[config.mk]
export PLATFORM = sky130hd
export DESIGN_NAME = e203_irq_stim_mon
export DESIGN_NICKNAME = d
export VERILOG_FILES = /design/src/rtl/e203_irq_stim_mon.sv
export SDC_FILE = /design/constraint.sdc
export NUM_CORES = 1
export LEC_CHECK = 0
export ABC_AREA = 1
export ABC_CLOCK_PERIOD_IN_PS = 2500
export BUFFER_PORTS_ARGS = -buffer_cell sky130_fd_sc_hd__buf_2
export CAP_MARGIN = 15
export CORE_ASPECT_RATIO = 0.8
export CORE_UTILIZATION = 45
export CTS_CLUSTER_SIZE = 40
export DETAILED_ROUTE_END_ITERATION = 12
export PLACE_DENSITY_LB_ADDON = 0.15
export SLEW_MARGIN = 0
export SYNTH_ARGS = -nofsm -noshare
export SYNTH_HDL_FRONTEND = slang
export SYNTH_SLANG_ARGS = --single-unit
[constraint.sdc]
create_clock -name clk -period 2.5 [get_ports clk]
set_clock_uncertainty 0.05 [all_clocks]
set_input_delay 0.5 -clock clk [delete_from_list [all_inputs] [get_ports clk]]
set_output_delay 0.5 -clock clk [all_outputs]
set_load 0.1 [all_outputs]
[src/rtl/e203_irq_stim_mon.sv]
// e203_irq_stim_mon: pseudo-random interrupt stimulus and tohost-based test-end monitor for e203 self-test
module e203_irq_stim_mon #(
    parameter int          PC_W       = 32,
    parameter int          NUM_IRQ    = 3,
    parameter int          DLY_MIN    = 1,
    parameter int          DLY_MASK_W = 10,
    parameter int          END_CNT    = 8,
    parameter int          STOP_CNT   = 32,
    parameter logic [15:0] SEED       = 16'hACE1
) (
    input  logic                    clk,
    input  logic                    rst,
    input  logic                    cmt_valid,
    input  logic [PC_W-1:0]         cmt_pc,
    input  logic                    ex_valid,
    input  logic                    ex_ready,
    input  logic [PC_W-1:0]         arm_pc,
    input  logic [PC_W-1:0]         tohost_pc,
    input  logic [NUM_IRQ*PC_W-1:0] ack_pc,
    input  logic [NUM_IRQ-1:0]      irq_en,
    output logic [NUM_IRQ-1:0]      irq_o,
    output logic                    armed,
    output logic [31:0]             tohost_cnt,
    output logic [31:0]             first_tohost_cycle,
    output logic [31:0]             cycle_cnt,
    output logic [31:0]             valid_ir_cnt,
    output logic                    stopped,
    output logic                    done
);
    // delay counter holds DLY_MIN plus the full random span, so a large DLY_MIN never truncates
    localparam int          DW      = $clog2(DLY_MIN + (1 << DLY_MASK_W));
    localparam logic [15:0] RND_MSK = 16'((32'd1 << DLY_MASK_W) - 32'd1);
    typedef enum logic [1:0] {IDLE, WAIT, ASSERT} st_t;
    logic hit_arm, hit_tohost, ended;
    assign hit_arm    = cmt_valid & (cmt_pc == arm_pc);
    assign hit_tohost = cmt_valid & (cmt_pc == tohost_pc);
    always_ff @(posedge clk) begin
        if (rst) begin
            cycle_cnt          <= '0;
            tohost_cnt         <= '0;
            first_tohost_cycle <= '0;
            valid_ir_cnt       <= '0;
            armed              <= 1'b0;
            stopped            <= 1'b0;
            done               <= 1'b0;
            ended              <= 1'b0;
        end else begin
            cycle_cnt <= cycle_cnt + 32'd1;
            armed     <= armed | hit_arm;
            stopped   <= tohost_cnt > 32'(STOP_CNT);
            done      <= done | ((tohost_cnt >= 32'(END_CNT)) & ~|irq_o);
            if (hit_tohost & ~&tohost_cnt)
                tohost_cnt <= tohost_cnt + 32'd1;
            if (hit_tohost & ~ended) begin
                first_tohost_cycle <= cycle_cnt;
                ended              <= 1'b1;
            end
            if (ex_valid & ex_ready & ~ended)
                valid_ir_cnt <= valid_ir_cnt + 32'd1;
        end
    end
    for (genvar i = 0; i < NUM_IRQ; i++) begin : g_ch
        localparam logic [15:0] CH_SEED = SEED ^ 16'((i + 1) << 8);
        st_t           st, st_nxt;
        logic [DW-1:0] dly, dly_nxt, dly_ld;
        logic [15:0]   lfsr;
        logic          hit_ack;
        assign hit_ack = cmt_valid & (cmt_pc == ack_pc[i*PC_W +: PC_W]);
        assign dly_ld  = DW'(DLY_MIN) + DW'(lfsr & RND_MSK);
        always_ff @(posedge clk) begin
            if (rst) begin
                st   <= IDLE;
                dly  <= '0;
                lfsr <= CH_SEED;
            end else begin
                st   <= st_nxt;
                dly  <= dly_nxt;
                lfsr <= {1'b0, lfsr[15:1]} ^ (lfsr[0] ? 16'hB400 : 16'h0000);
            end
        end
        // an asserted line ignores enable and stop; only its handler commit releases it
        always_comb begin
            st_nxt  = st;
            dly_nxt = dly;
            case (st)
                IDLE: if (armed & irq_en[i] & ~stopped) begin
                    st_nxt  = WAIT;
                    dly_nxt = dly_ld;
                end
                WAIT: begin
                    st_nxt  = (~irq_en[i] | stopped) ? IDLE : (dly == DW'(1)) ? ASSERT : WAIT;
                    dly_nxt = dly - DW'(1);
                end
                ASSERT: if (hit_ack) begin
                    st_nxt  = stopped ? IDLE : WAIT;
                    dly_nxt = dly_ld;
                end
                default: st_nxt = IDLE;
            endcase
        end
        assign irq_o[i] = (st == ASSERT);
    end
endmodule
# ---- After elaboration in Yosys (flattened, before gate mapping)
# Cells that the tools add are included.
dict set report totals {
  output_inout_bits 134
  inputBits 200
  ff_bits 219
  word_cells 121
}
dict set report op_classes {
  n_addsub 9
  n_reduce_logical 16
  eq_ne 20
  magnitude_cmp 2
  muxes 28
  n_bitwise 29
}
# cell n
set ops {}
lappend ops {{equality test 32 bit} 5}
lappend ops {{one-hot mux 11 bit (3 select lines)} 3}
lappend ops {{adder 32 x 1 -> 32 bit, second input constant} 3}
lappend ops {{two-way mux 11 bit} 6}
lappend ops {{two-way mux 16 bit} 3}
lappend ops {{XOR 15 x 16 -> 16 bit} 3}
lappend ops {{adder 1 x 10 -> 11 bit, first input constant} 3}
lappend ops {{equality test 11 x 1 -> 1 bit, second input constant} 3}
lappend ops {{subtractor 11 x 1 -> 11 bit, second input constant} 3}
lappend ops {{greater-or-equal comparator 32 x 4 -> 1 bit, second input constant} 1}
lappend ops {{> comparator 32 x 6 -> 1 bit, second input constant} 1}
lappend ops {{AND reduction 32 bit} 1}
lappend ops {{two-way mux 2 bit} 12}
lappend ops {{one-hot mux 2 bit (3 select lines)} 3}
lappend ops {{AND 1 bit} 16}
lappend ops {{AND reduction 3 bit} 3}
lappend ops {{nonzero test 3 bit} 3}
lappend ops {{equality test 2 x 1 -> 1 bit, second input constant} 3}
lappend ops {{equality test 2 bit, second input constant} 3}
lappend ops {{logical NOT 2 bit} 3}
lappend ops {{inequality test 2 x 1 -> 1 bit, second input constant} 3}
lappend ops {{inequality test 2 bit, second input constant} 3}
lappend ops {{AND reduction 2 bit} 3}
lappend ops {{NOT 1 bit} 5}
lappend ops {{other kinds (4)} 9}

# ---- Logic depth before layout (Yosys ltp)
# Gate-level depths: netlist of run 1.
dict set report depth {
  word_depth 5
  mapped_depth 15
  ltp_nobuf 13
}

# ---- Least setup slack after synthesis of run 1
# No wires, ideal clock.
dict set report synth_timing {
  path_kind {reg-to-reg}
  startpoint {reg g_ch[1].st[1]}
  endpoint {reg g_ch[1].dly[10]}
  setup_slack_ns -0.215
  stages_incl_launch_ff 7
  setup_ns 0.064
  synth_period_minus_slack_ns 2.715
  path_buffers 0
  arrival_ns 2.601
  required_time_ns 2.386
  path_cell_list {dfxtp_1 -> inv_1 -> nor2_1 -> nand3_1 -> nand3_1 -> nand2_1 -> nor2_1}
}
dict set report synth_between {
  elab_chain_cells 3
  elab_cells_between_ends 8
  classes_between {4 x eq/ne; 1 x mux; 3 x reduce/logical}
}
# element line_no
set synth_lines {}
lappend synth_lines {{start, declared} 64} ;# st_t st, st_nxt;
lappend synth_lines {{start signal, assigned} 76} ;# st <= st_nxt;
lappend synth_lines {{equality test 2 bit *} --}
lappend synth_lines {{net irq_o[1]} 21} ;# output logic [NUM_IRQ-1:0] irq_o,
lappend synth_lines {{inequality test 2 x 1 -> 1 bit (no source line) or nonzero test 3 bit (tied branches)} --}
lappend synth_lines {{AND reduction 3 bit (no source line)} --}
lappend synth_lines {{end signal, assigned} 77} ;# dly <= dly_nxt;
lappend synth_lines {{end, declared} 65} ;# logic [DW-1:0] dly, dly_nxt, dly_ld;
# The timed path passes the listed nets; every way through them passes the cells marked *.
# A chain may end at the register's enable or synchronous reset.

# ---- Worst setup path after layout of run 1
dict set report layout_timing {
  startpoint {reg g_ch[2].st[1]}
  endpoint {out irq_o[2]}
}
dict set report layout_between {
  elab_chain_cells 1
}
# element line_no
set layout_lines {}
lappend layout_lines {{start, declared} 64}
lappend layout_lines {{start signal, assigned} 76}
lappend layout_lines {{equality test 2 bit} 101} ;# assign irq_o[i] = (st == ASSERT);
lappend layout_lines {{end, declared} 21}
# No other way between the ends.

==> results.toml, run 1 <==
[detailed_routing]
routed_via_density = 5.17
num_vias = 16100
drtIter0Drc = 1196
drt_pass1_iterations = 5
route.detailed.drc = 0
routed_wirelength_um = 48900
routedWlPerCell_um = 15.7
drt.antenna.violating_nets = 0

[global_route]
first_global_vias = 14800
grt_pass1_wl_um = 77400
number_of_antenna_violations_at_the_first_check_in_global_routing = 7
grt_max_degree = 70
grt_util_all_layers = 0.297
grt.overflow.total = 0

[worst_setup_path]
worst-setup-path-type = "reg -> out"
critical_path_required_ns = 1.95
timing.critical_path.slowest_cell_delay_ns = 0.50
crit_path_top_delay_cell = "sky130_fd_sc_hd__buf_2"
arrival_ns = 1.73
ff2ff_path_depth = 9
worst_r2r_startpoint = "tohost_cnt[5]"
crit_fanout = 4
timing.critical_path.to_type = "primary output"
timing.critical_path.cells = "inv_1, nor2_1, buf_2"
reg2reg_slack_ns = 0.31
startpoint_type = "flop"
timing.rr.end = "tohost_cnt[17]"

[sta]
timing_hold_violations_final = 0
setup_violating_endpoint_count_in_the_final_report = 0
slew_headroom = 0.477
final_min_period_over_clock_period = 0.912
rsz0062_at_grt = "no"
report.final.slew_viol_count = 0
final.setup.worst_slack_ns = 0.220
worst_max_slew_pin_slew_ns = 0.785
maxClockFrequency_mhz = 439
fin_tns_setup_ns = 0
finalWorstPathRequiredPeriod_ns = 2.28

[worst_hold_path]
hold_path.class = "in -> reg"
min_from = "ex_valid"
min_delay_path_depth = 3
hold_path_end = "valid_ir_cnt[0]"

[floorplanning]
floorplan.core_area_sq_um = 30700
die_ht_um = 161
cell_row_count = 57
io-pin-count = 334
initial_utilization = 0.462
die_width_um = 200
dieArea_sq_um = 32200

[yosys]
ys_seq_area_frac = 0.309
synthFlopType = "sky130_fd_sc_hd__dfxtp_1"
synth_seq_cells = 219
synth.top_cells.by_area = "sky130_fd_sc_hd__dfxtp_1 (31%), sky130_fd_sc_hd__nand2_1 (20%), sky130_fd_sc_hd__nor2_1 (8.8%), sky130_fd_sc_hd__inv_1 (7.1%), sky130_fd_sc_hd__a21oi_1 (4.7%)"
synth.yosys.warnings = 0
asyncSetResetFlopFracSynth = 0
synth_top_cell_by_area = "sky130_fd_sc_hd__dfxtp_1"
synth-edff-count = 0
netlist_instances = 2363
syn_area_per_cell_sq_um = 5.99
synth_cell_types = 42
synthesis.nets = 2576
syn-cell-area_sq_um = 14200
yosys.area.top_type_share = 0.309

[clock_tree]
cts_tree = "built"
clock_tree.buffer_depth = 3
post_cts_setup_buffer_count = 0
cts_inserted_buffers = 24
cts.clk_slew.worst_paths_ns = 0.06
num_clock_sinks = 219
cts_resized = 0
post_cts_hold_buffer_count = 0
htreeDepth = 1
clock_tree.root_cell = "sky130_fd_sc_hd__clkbuf_16"
clk_latency_ns = 0.55

[pwr]
cellLeakagePower_nw = 8.34
power_per_standard_cell_area_nw_per_um2 = 481
vdd_drop_max_uv = 430

[final_layout]
layout_commonest_cell = "sky130_fd_sc_hd__nand2_1"
drive_above_1_share = 0.175
synthToLayoutAreaGrowth_pct = 20.4
stdcell_area_sq_um = 17100
layout.cells.most_common_list = "sky130_fd_sc_hd__nand2_1 (748), sky130_fd_sc_hd__buf_2 (332), sky130_fd_sc_hd__nor2_1 (330), sky130_fd_sc_hd__inv_1 (268), sky130_fd_sc_hd__dfxtp_1 (213)"
final.fill_count = 3208
nets = 2886

[flow_run]
max_cap_viol_count = 0

[placed_design]
place_ws_ns = 0.152
numPortBuffers = 333
dpl-instance-area_sq_um = 16200
gp_congestion = 1.01
detailed_place_hpwl_um = 37900

[status]
run_status = "completed"
[cell usage after synthesis, types with 18 or more instances]
master and number:
sky130_fd_sc_hd__clkbuf_1 47, sky130_fd_sc_hd__nand4_1 105, sky130_fd_sc_hd__nand2_1 748, sky130_fd_sc_hd__o21ai_0 76
sky130_fd_sc_hd__xor2_1 56, sky130_fd_sc_hd__nor2_1 332, sky130_fd_sc_hd__nand3_1 119, sky130_fd_sc_hd__inv_1 269
sky130_fd_sc_hd__dfxtp_1 219, sky130_fd_sc_hd__inv_2 34, sky130_fd_sc_hd__buf_2 18, sky130_fd_sc_hd__nor3_1 51
sky130_fd_sc_hd__a21oi_1 134, sky130_fd_sc_hd__xnor2_1 41
[registers in the layout (all words and copies together), names as in the netlist]
name	count
tohost_cnt	32
g_ch.dly	33
stopped	1
cycle_cnt	32
ended	1
done	1
first_tohost_cycle	32
g_ch.lfsr	48
g_ch.st	6
valid_ir_cnt	32
armed	1
[worst max path at each step]
| stage | slack [ns] | from | to | depth (start not counted) |
|---|---|---|---|---|
| 3_3_place_gp | 0.16 | cmt_pc[10] | first_tohost_cycle[14] | 11 |
| 2_1_floorplan | 0.002 | g_ch[2].st[1] | g_ch[2].dly[0] | 6 |
| 6_report | 0.22 | g_ch[2].st[1] | irq_o[2] | 3 |
| 5_1_grt | 0.08 | cycle_cnt[0] | cycle_cnt[28] | 10 |
| 4_1_cts | 0.20 | g_ch[2].st[1] | irq_o[2] | 3 |
| 3_5_place_dp | 0.15 | cmt_pc[10] | first_tohost_cycle[7] | 11 |
[area by class of cell]
cell class	count	area [sq um]	share of cell area
multi-input cells	1763	8270	0.485
flip-flops and latches	219	4390	0.258
repair buffers	362	1920	0.113
inverters	303	1140	0.0667
clock buffers	29	649	0.0381
well taps	413	517	0.0303
clock inverters	14	148	0.00866
diodes	7	17.5	0.00103
[logic make-up (layout without fill, tap and decap cells)]
kind of cell / count (synthesis) / count (layout) / share of synthesized area
AO/OA/AOI/OAI: 243 / 243 / 0.0914
buffers and inverters: 381 / 708 / 0.107
adder cells (fa/ha/maj): 13 / 13 / 0.0115
flip-flops: 219 / 219 / 0.309
XOR/XNOR: 97 / 97 / 0.0600
other: 0 / 7 / 0
AND/OR/NAND/NOR: 1410 / 1410 / 0.420
[layer usage]
metal	share of wire	track usage	vias up
met5	0	0	-
met2	0.43	0.456	547
li1	-	-	8139
met1	0.46	0.414	7306
met3	0.085	0.0637	73
met4	0.026	0.0913	0
[per-stage QoR]
stage,hold WS (ns),cells,util,total power [W]
2_1_floorplan,0.338,2363,-,0.00424
3_3_place_gp,0.341,3060,0.530,0.00465
3_5_place_dp,0.343,3060,0.530,0.00465
4_1_cts,0.254,3103,0.556,0.00827
5_1_grt,0.282,3110,0.556,0.00853
6_report,0.270,3110,0.556,0.00820
[report_power, final]
part           total (W)  switching (W)  internal [W]
Clock            0.00360        0.00152       0.00207
Combinational    0.00102       0.000657      0.000362
Sequential       0.00358      0.0000350       0.00354
Total            0.00820        0.00222       0.00598
[critical path, delay by kind of cell (launching register included)]
| family | cells | cell delay (ns) |
|---|---|---|
| flip-flops | 1 | 0.34 |
| AND/OR/NAND/NOR | 1 | 0.29 |
| buffers and inverters | 2 | 0.58 |
Power figures use the tool's default switching activity.
==> run 2: changes to the inputs <==
- ABC_CLOCK_PERIOD_IN_PS: 2500 -> 2000
- SETUP_SLACK_MARGIN: not set -> 0.05
- clock period: 2.5 -> 2 ns (I/O delays scaled with it)
==> run 2 against run 1 <==
- total power rose by 27%
- largest cell class unchanged
- highest routed layer unchanged
- first-iteration DRC count fell by 4.9%
- largest power group unchanged
- setup slack got worse by 0.13 ns
==> results.toml, run 2 (synthesis results as in run 1) <==
[status]
run_status = "completed"

[clock_tree]
clock_tree.buffer_depth = 3
post_cts_hold_buffer_count = 0
num_clock_sinks = 219
clock_tree.root_cell = "sky130_fd_sc_hd__clkbuf_16"
htreeDepth = 1
cts_inserted_buffers = 24
cts_tree = "built"
cts.clk_slew.worst_paths_ns = 0.06
clk_latency_ns = 0.54

[final_layout]
largest_reg_flops = 48
final.fill_count = 3137
layout_commonest_cell = "sky130_fd_sc_hd__nand2_1"
layout.cells.most_common_list = "sky130_fd_sc_hd__nand2_1 (745), sky130_fd_sc_hd__buf_2 (328), sky130_fd_sc_hd__nor2_1 (320), sky130_fd_sc_hd__inv_1 (267), sky130_fd_sc_hd__a21oi_1 (133)"
drive_above_1_share = 0.238
stdcell_area_sq_um = 18100
regMostFlops = "g_ch.lfsr"
synthToLayoutAreaGrowth_pct = 27.9
nets = 2976
top_regs = "g_ch.lfsr (48), g_ch.dly (33)"

[worst_setup_path]
timing.critical_path.cells = "buf_2"
cp.depth = 1
crit_fanout = 5
reg2reg_slack_ns = 0.13
worst_r2r_startpoint = "cycle_cnt[0]"
timing.critical_path.to_type = "primary output"
critical_path_required_ns = 1.55
crit_end = "valid_ir_cnt[25]"
crit_buf_inv = 1
ff2ff_path_depth = 12
worst-setup-path-type = "reg -> out"
timing.rr.end = "cycle_cnt[24]"
cpLargestDelayFamily = "buffers and inverters"
timing.critical_path.from = "valid_ir_cnt[25]"
startpoint_type = "flop"
crit_path_top_delay_cell = "sky130_fd_sc_hd__buf_2"
arrival_ns = 1.46
timing.critical_path.slowest_cell_delay_ns = 0.47

[detailed_routing]
drt.antenna.violating_nets = 0
routedWlPerCell_um = 15.5
route.detailed.drc = 0
num_vias = 16300
routed_wirelength_um = 49700
drtIter0Drc = 1137
routed_via_density = 5.09
drt_pass1_iterations = 5

[global_route]
grt_pass1_wl_um = 79300
grt_max_degree = 74
grt_util_all_layers = 0.304
grt.overflow.total = 0
number_of_antenna_violations_at_the_first_check_in_global_routing = 9
first_global_vias = 15100

[flow_run]
max_cap_viol_count = 0

[sta]
setup_violating_endpoint_count_in_the_final_report = 0
maxClockFrequency_mhz = 524
slew_headroom = 0.489
report.final.slew_viol_count = 0
finalHoldWorstSlack_ns = 0.217
fin_tns_setup_ns = 0
worst_max_slew_pin_slew_ns = 0.766
finalWorstPathRequiredPeriod_ns = 1.91
final_min_period_over_clock_period = 0.954
rsz0062_at_grt = "yes"
timing_hold_violations_final = 0

[pwr]
power_per_standard_cell_area_nw_per_um2 = 574
cellLeakagePower_nw = 8.87
vdd_drop_max_uv = 569

[placed_design]
detailed_place_hpwl_um = 39300
numPortBuffers = 333
gp_congestion = 1.01
dpl-instance-area_sq_um = 17200

[floorplanning]
floorplan.core_area_sq_um = 30700
cell_row_count = 57
dieArea_sq_um = 32200
io-pin-count = 334
die_ht_um = 161
die_width_um = 200
initial_utilization = 0.462

[worst_hold_path]
hold_path.class = "in -> reg"
## run 2: cell types whose count changed in the layout (fill, tap and decap cells not counted), moves of 3 or more
cell / before / now
sky130_fd_sc_hd__buf_6: 0 / 4
sky130_fd_sc_hd__clkbuf_1: 2 / 5
sky130_fd_sc_hd__nand2_1: 748 / 745
sky130_fd_sc_hd__nor2_4: 1 / 9
sky130_fd_sc_hd__buf_12: 3 / 9
sky130_fd_sc_hd__nand3_1: 119 / 116
sky130_fd_sc_hd__nor2_1: 330 / 320
sky130_fd_sc_hd__dfxtp_2: 6 / 71
sky130_fd_sc_hd__nand3_2: 2 / 5
sky130_fd_sc_hd__dfxtp_1: 213 / 132
sky130_fd_sc_hd__nand2_2: 0 / 3
sky130_fd_sc_hd__dfxtp_4: 0 / 16
sky130_fd_sc_hd__buf_4: 27 / 110
sky130_fd_sc_hd__buf_2: 332 / 328
## run 2: per-stage QoR
stage               setup WS (ns)  total power [W]  utilization  std cells
floorplan                -0.00951          0.00528            -       2363
global placement           -0.132          0.00593        0.560       3148
detailed placement         -0.170          0.00594        0.560       3148
CTS                        0.0550           0.0105        0.587       3192
global route               0.0243           0.0108        0.591       3203
finish                     0.0922           0.0104        0.591       3203
## run 2: how the worst min path moves through the flow
stage                                  end              from  cells after the start  slack, ns
after floorplan           g_ch[0].lfsr[14]  g_ch[0].lfsr[15]                      2       0.34
after global placement    g_ch[1].lfsr[14]  g_ch[1].lfsr[15]                      2       0.34
after detailed placement  g_ch[1].lfsr[11]  g_ch[1].lfsr[12]                      1       0.34
after CTS                 g_ch[1].lfsr[15]               rst                      3       0.21
after global routing      g_ch[1].lfsr[15]               rst                      3       0.24
final                     g_ch[1].lfsr[15]               rst                      3       0.22
## run 2: timing repair
| action | CTS | global route |
|---|---|---|
| gates resized for setup | 8 | 24 |
| buffers inserted | 0 | 2 |
| endpoints found under the setup margin | 36 | 55 |
| pin swaps | 0 | 6 |
## run 2: per-layer routing
metal	up-vias	part of all wire	GRT usage	routed length, um
met5	-	0	0	0
met2	525	0.43	0.468	21100
met3	82	0.069	0.0538	3450
met1	7371	0.47	0.423	23500
li1	8315	-	-	-
met4	0	0.032	0.114	1610
## run 2: area by class of cell
| cell class | count | area [sq um] | share of cell area |
|---|---|---|---|
| Inverter | 303 | 1140 | 0.0628 |
| Antenna cell | 9 | 22.5 | 0.00124 |
| Clock buffer | 34 | 699 | 0.0386 |
| Tap cell | 413 | 517 | 0.0285 |
| Timing Repair Buffer | 452 | 2700 | 0.149 |
| Sequential cell | 219 | 4530 | 0.250 |
| Multi-Input combinational cell | 1763 | 8400 | 0.464 |
| Clock inverter | 10 | 110 | 0.00608 |
## run 2: power by group
| part | internal, W | switching, W |
|---|---|---|
| clock network | 0.00270 | 0.00183 |
| registers | 0.00441 | 0.0000448 |
| logic | 0.000557 | 0.000857 |
| total | 0.00767 | 0.00273 |
==> run 3: changes to the inputs <==
- ABC_CLOCK_PERIOD_IN_PS: 2000 -> 2100
- PLACE_DENSITY: not set -> 0.69
- PLACE_DENSITY_LB_ADDON: 0.15 -> not set
- clock period: 2 -> 2.1 ns (I/O delays scaled with it)
==> run 3 against run 2 <==
- first-iteration DRC count increased by 14%
- clock power down 4%
- die area unchanged
- critical path depth did not move
- sequential share of layout area grew 0.22 points
- core utilization decreased by 0.93 points
- combinational power down 7%
- count of clock-buffer cells in the layout stayed put
- total power shrank 4.5%
==> results.toml, run 3 (synthesis results as in run 1) <==
[sta]
setup_violating_endpoint_count_in_the_final_report = 0
slew_headroom = 0.606
report.final.slew_viol_count = 0
fin_tns_setup_ns = 0
finalWorstPathRequiredPeriod_ns = 2.01
maxClockFrequency_mhz = 498
timing_hold_violations_final = 0
finalHoldWorstSlack_ns = 0.191
final_min_period_over_clock_period = 0.956
worst_max_slew_pin_slew_ns = 0.591
rsz0062_at_grt = "yes"

[floorplanning]
cell_row_count = 57
initial_utilization = 0.462
floorplan.core_area_sq_um = 30700
die_ht_um = 161
io-pin-count = 334
dieArea_sq_um = 32200
die_width_um = 200

[final_layout]
layout.cells.most_common_list = "sky130_fd_sc_hd__nand2_1 (746), sky130_fd_sc_hd__buf_2 (330), sky130_fd_sc_hd__nor2_1 (323), sky130_fd_sc_hd__inv_1 (268), sky130_fd_sc_hd__dfxtp_1 (143)"
final.fill_count = 3106
top_regs = "g_ch.lfsr (48), g_ch.dly (33)"
largest_reg_flops = 48
regMostFlops = "g_ch.lfsr"
synthToLayoutAreaGrowth_pct = 25.9
drive_above_1_share = 0.222
nets = 2943
layout_commonest_cell = "sky130_fd_sc_hd__nand2_1"

[worst_setup_path]
timing.critical_path.cells = "buf_2"
critical_path_required_ns = 1.63
worst-setup-path-type = "reg -> out"
worst_r2r_startpoint = "cycle_cnt[0]"
crit_path_top_delay_cell = "sky130_fd_sc_hd__buf_2"
reg2reg_slack_ns = 0.17
crit_fanout = 8
crit_end = "cycle_cnt[25]"
crit_buf_inv = 1
arrival_ns = 1.54
ff2ff_path_depth = 9
timing.critical_path.to_type = "primary output"
timing.critical_path.slowest_cell_delay_ns = 0.50
startpoint_type = "flop"
cpLargestDelayFamily = "buffers and inverters"
timing.critical_path.from = "cycle_cnt[25]"
cp.depth = 1
timing.rr.end = "cycle_cnt[27]"

[detailed_routing]
routedWlPerCell_um = 15.7
drt.antenna.violating_nets = 0
route.detailed.drc = 0
drt_pass1_iterations = 6
drtIter0Drc = 1296
routed_wirelength_um = 49800
routed_via_density = 5.15
num_vias = 16300

[pwr]
cellLeakagePower_nw = 8.72
vdd_drop_max_uv = 577
power_per_standard_cell_area_nw_per_um2 = 557

[clock_tree]
htreeDepth = 1
cts.clk_slew.worst_paths_ns = 0.06
cts_inserted_buffers = 24
clk_latency_ns = 0.54
clock_tree.buffer_depth = 3
clock_tree.root_cell = "sky130_fd_sc_hd__clkbuf_16"
post_cts_hold_buffer_count = 0
cts_tree = "built"
num_clock_sinks = 219

[placed_design]
gp_congestion = 0.996
numPortBuffers = 333
detailed_place_hpwl_um = 39100

[status]
run_status = "completed"

[global_route]
number_of_antenna_violations_at_the_first_check_in_global_routing = 6
grt_pass1_wl_um = 79200
grt_util_all_layers = 0.304
grt_max_degree = 69
grt.overflow.total = 0
first_global_vias = 15000

[worst_hold_path]
hold_path.class = "in -> reg"

[flow_run]
max_cap_viol_count = 0
[run 3: changes by cell type in the layout (fill, tap and decap cells not counted), sizes merged]
cell / before / now
clkinv: 5 / 4
buf: 451 / 418
diode: 9 / 7
[run 3: worst reg2reg max path, delay by kind of cell, from the launching register on]
family	cells	cell delay, ns
buf+inv	2	0.21
flops	1	0.40
compound gates	1	0.17
simple gates	6	1.03
[run 3: how the worst min path moves through the flow]
stage	start	end	depth (start not counted)
6_report	ex_valid	valid_ir_cnt[0]	3
4_1_cts	ex_valid	valid_ir_cnt[0]	3
3_5_place_dp	g_ch[0].lfsr[15]	g_ch[0].lfsr[14]	2
2_1_floorplan	g_ch[0].lfsr[15]	g_ch[0].lfsr[14]	2
5_1_grt	ex_valid	valid_ir_cnt[0]	3
3_3_place_gp	g_ch[1].lfsr[12]	g_ch[1].lfsr[11]	1
[run 3: power breakdown]
part	switching, W	leakage, nW	internal, W	total [W]
sequential	0.0000440	1.82	0.00421	0.00425
clock	0.00176	0.406	0.00261	0.00437
combinational	0.000807	6.50	0.000500	0.00131
[run 3: what timing repair did]
item,4_1_cts,5_1_grt
buffers inserted,0,4
setup endpoints to repair,2,47
pin swaps,0,4
cloned,0,1
resized for setup,2,13
[run 3: per-stage QoR]
stage | instances | cell area [sq um] | setup WS (ns) | power (W) | utilization
final | 3167 | 17800 | 0.0927 | 0.00993 | 0.582
after global placement | 3112 | 16900 | -0.0592 | 0.00561 | 0.550
after detailed placement | 3112 | 16900 | -0.0989 | 0.00563 | 0.550
after global routing | 3166 | 17800 | 0.0176 | 0.0103 | 0.582
after CTS | 3155 | 17700 | 0.0722 | 0.00998 | 0.578
after floorplan | 2363 | 14300 | 0.0602 | 0.00504 | -
[run 3: area by class of cell]
type / instances / area (sq um) / share of cell area
Inverter: 303 / 1140 / 0.0638
Timing Repair Buffer: 419 / 2480 / 0.139
Sequential cell: 219 / 4500 / 0.252
Multi-Input combinational cell: 1763 / 8360 / 0.469
Clock inverter: 9 / 116 / 0.00652
Tap cell: 413 / 517 / 0.0290
Antenna cell: 7 / 17.5 / 0.000982
Clock buffer: 34 / 708 / 0.0397
[run 3: routing by layer]
metal / up-vias / GRT usage / part of all wire
met3: 76 / 0.0530 / 0.076
met4: 0 / 0.0725 / 0.023
met1: 7459 / 0.438 / 0.47
met5: - / 0 / 0
li1: 8228 / - / -
met2: 548 / 0.468 / 0.43
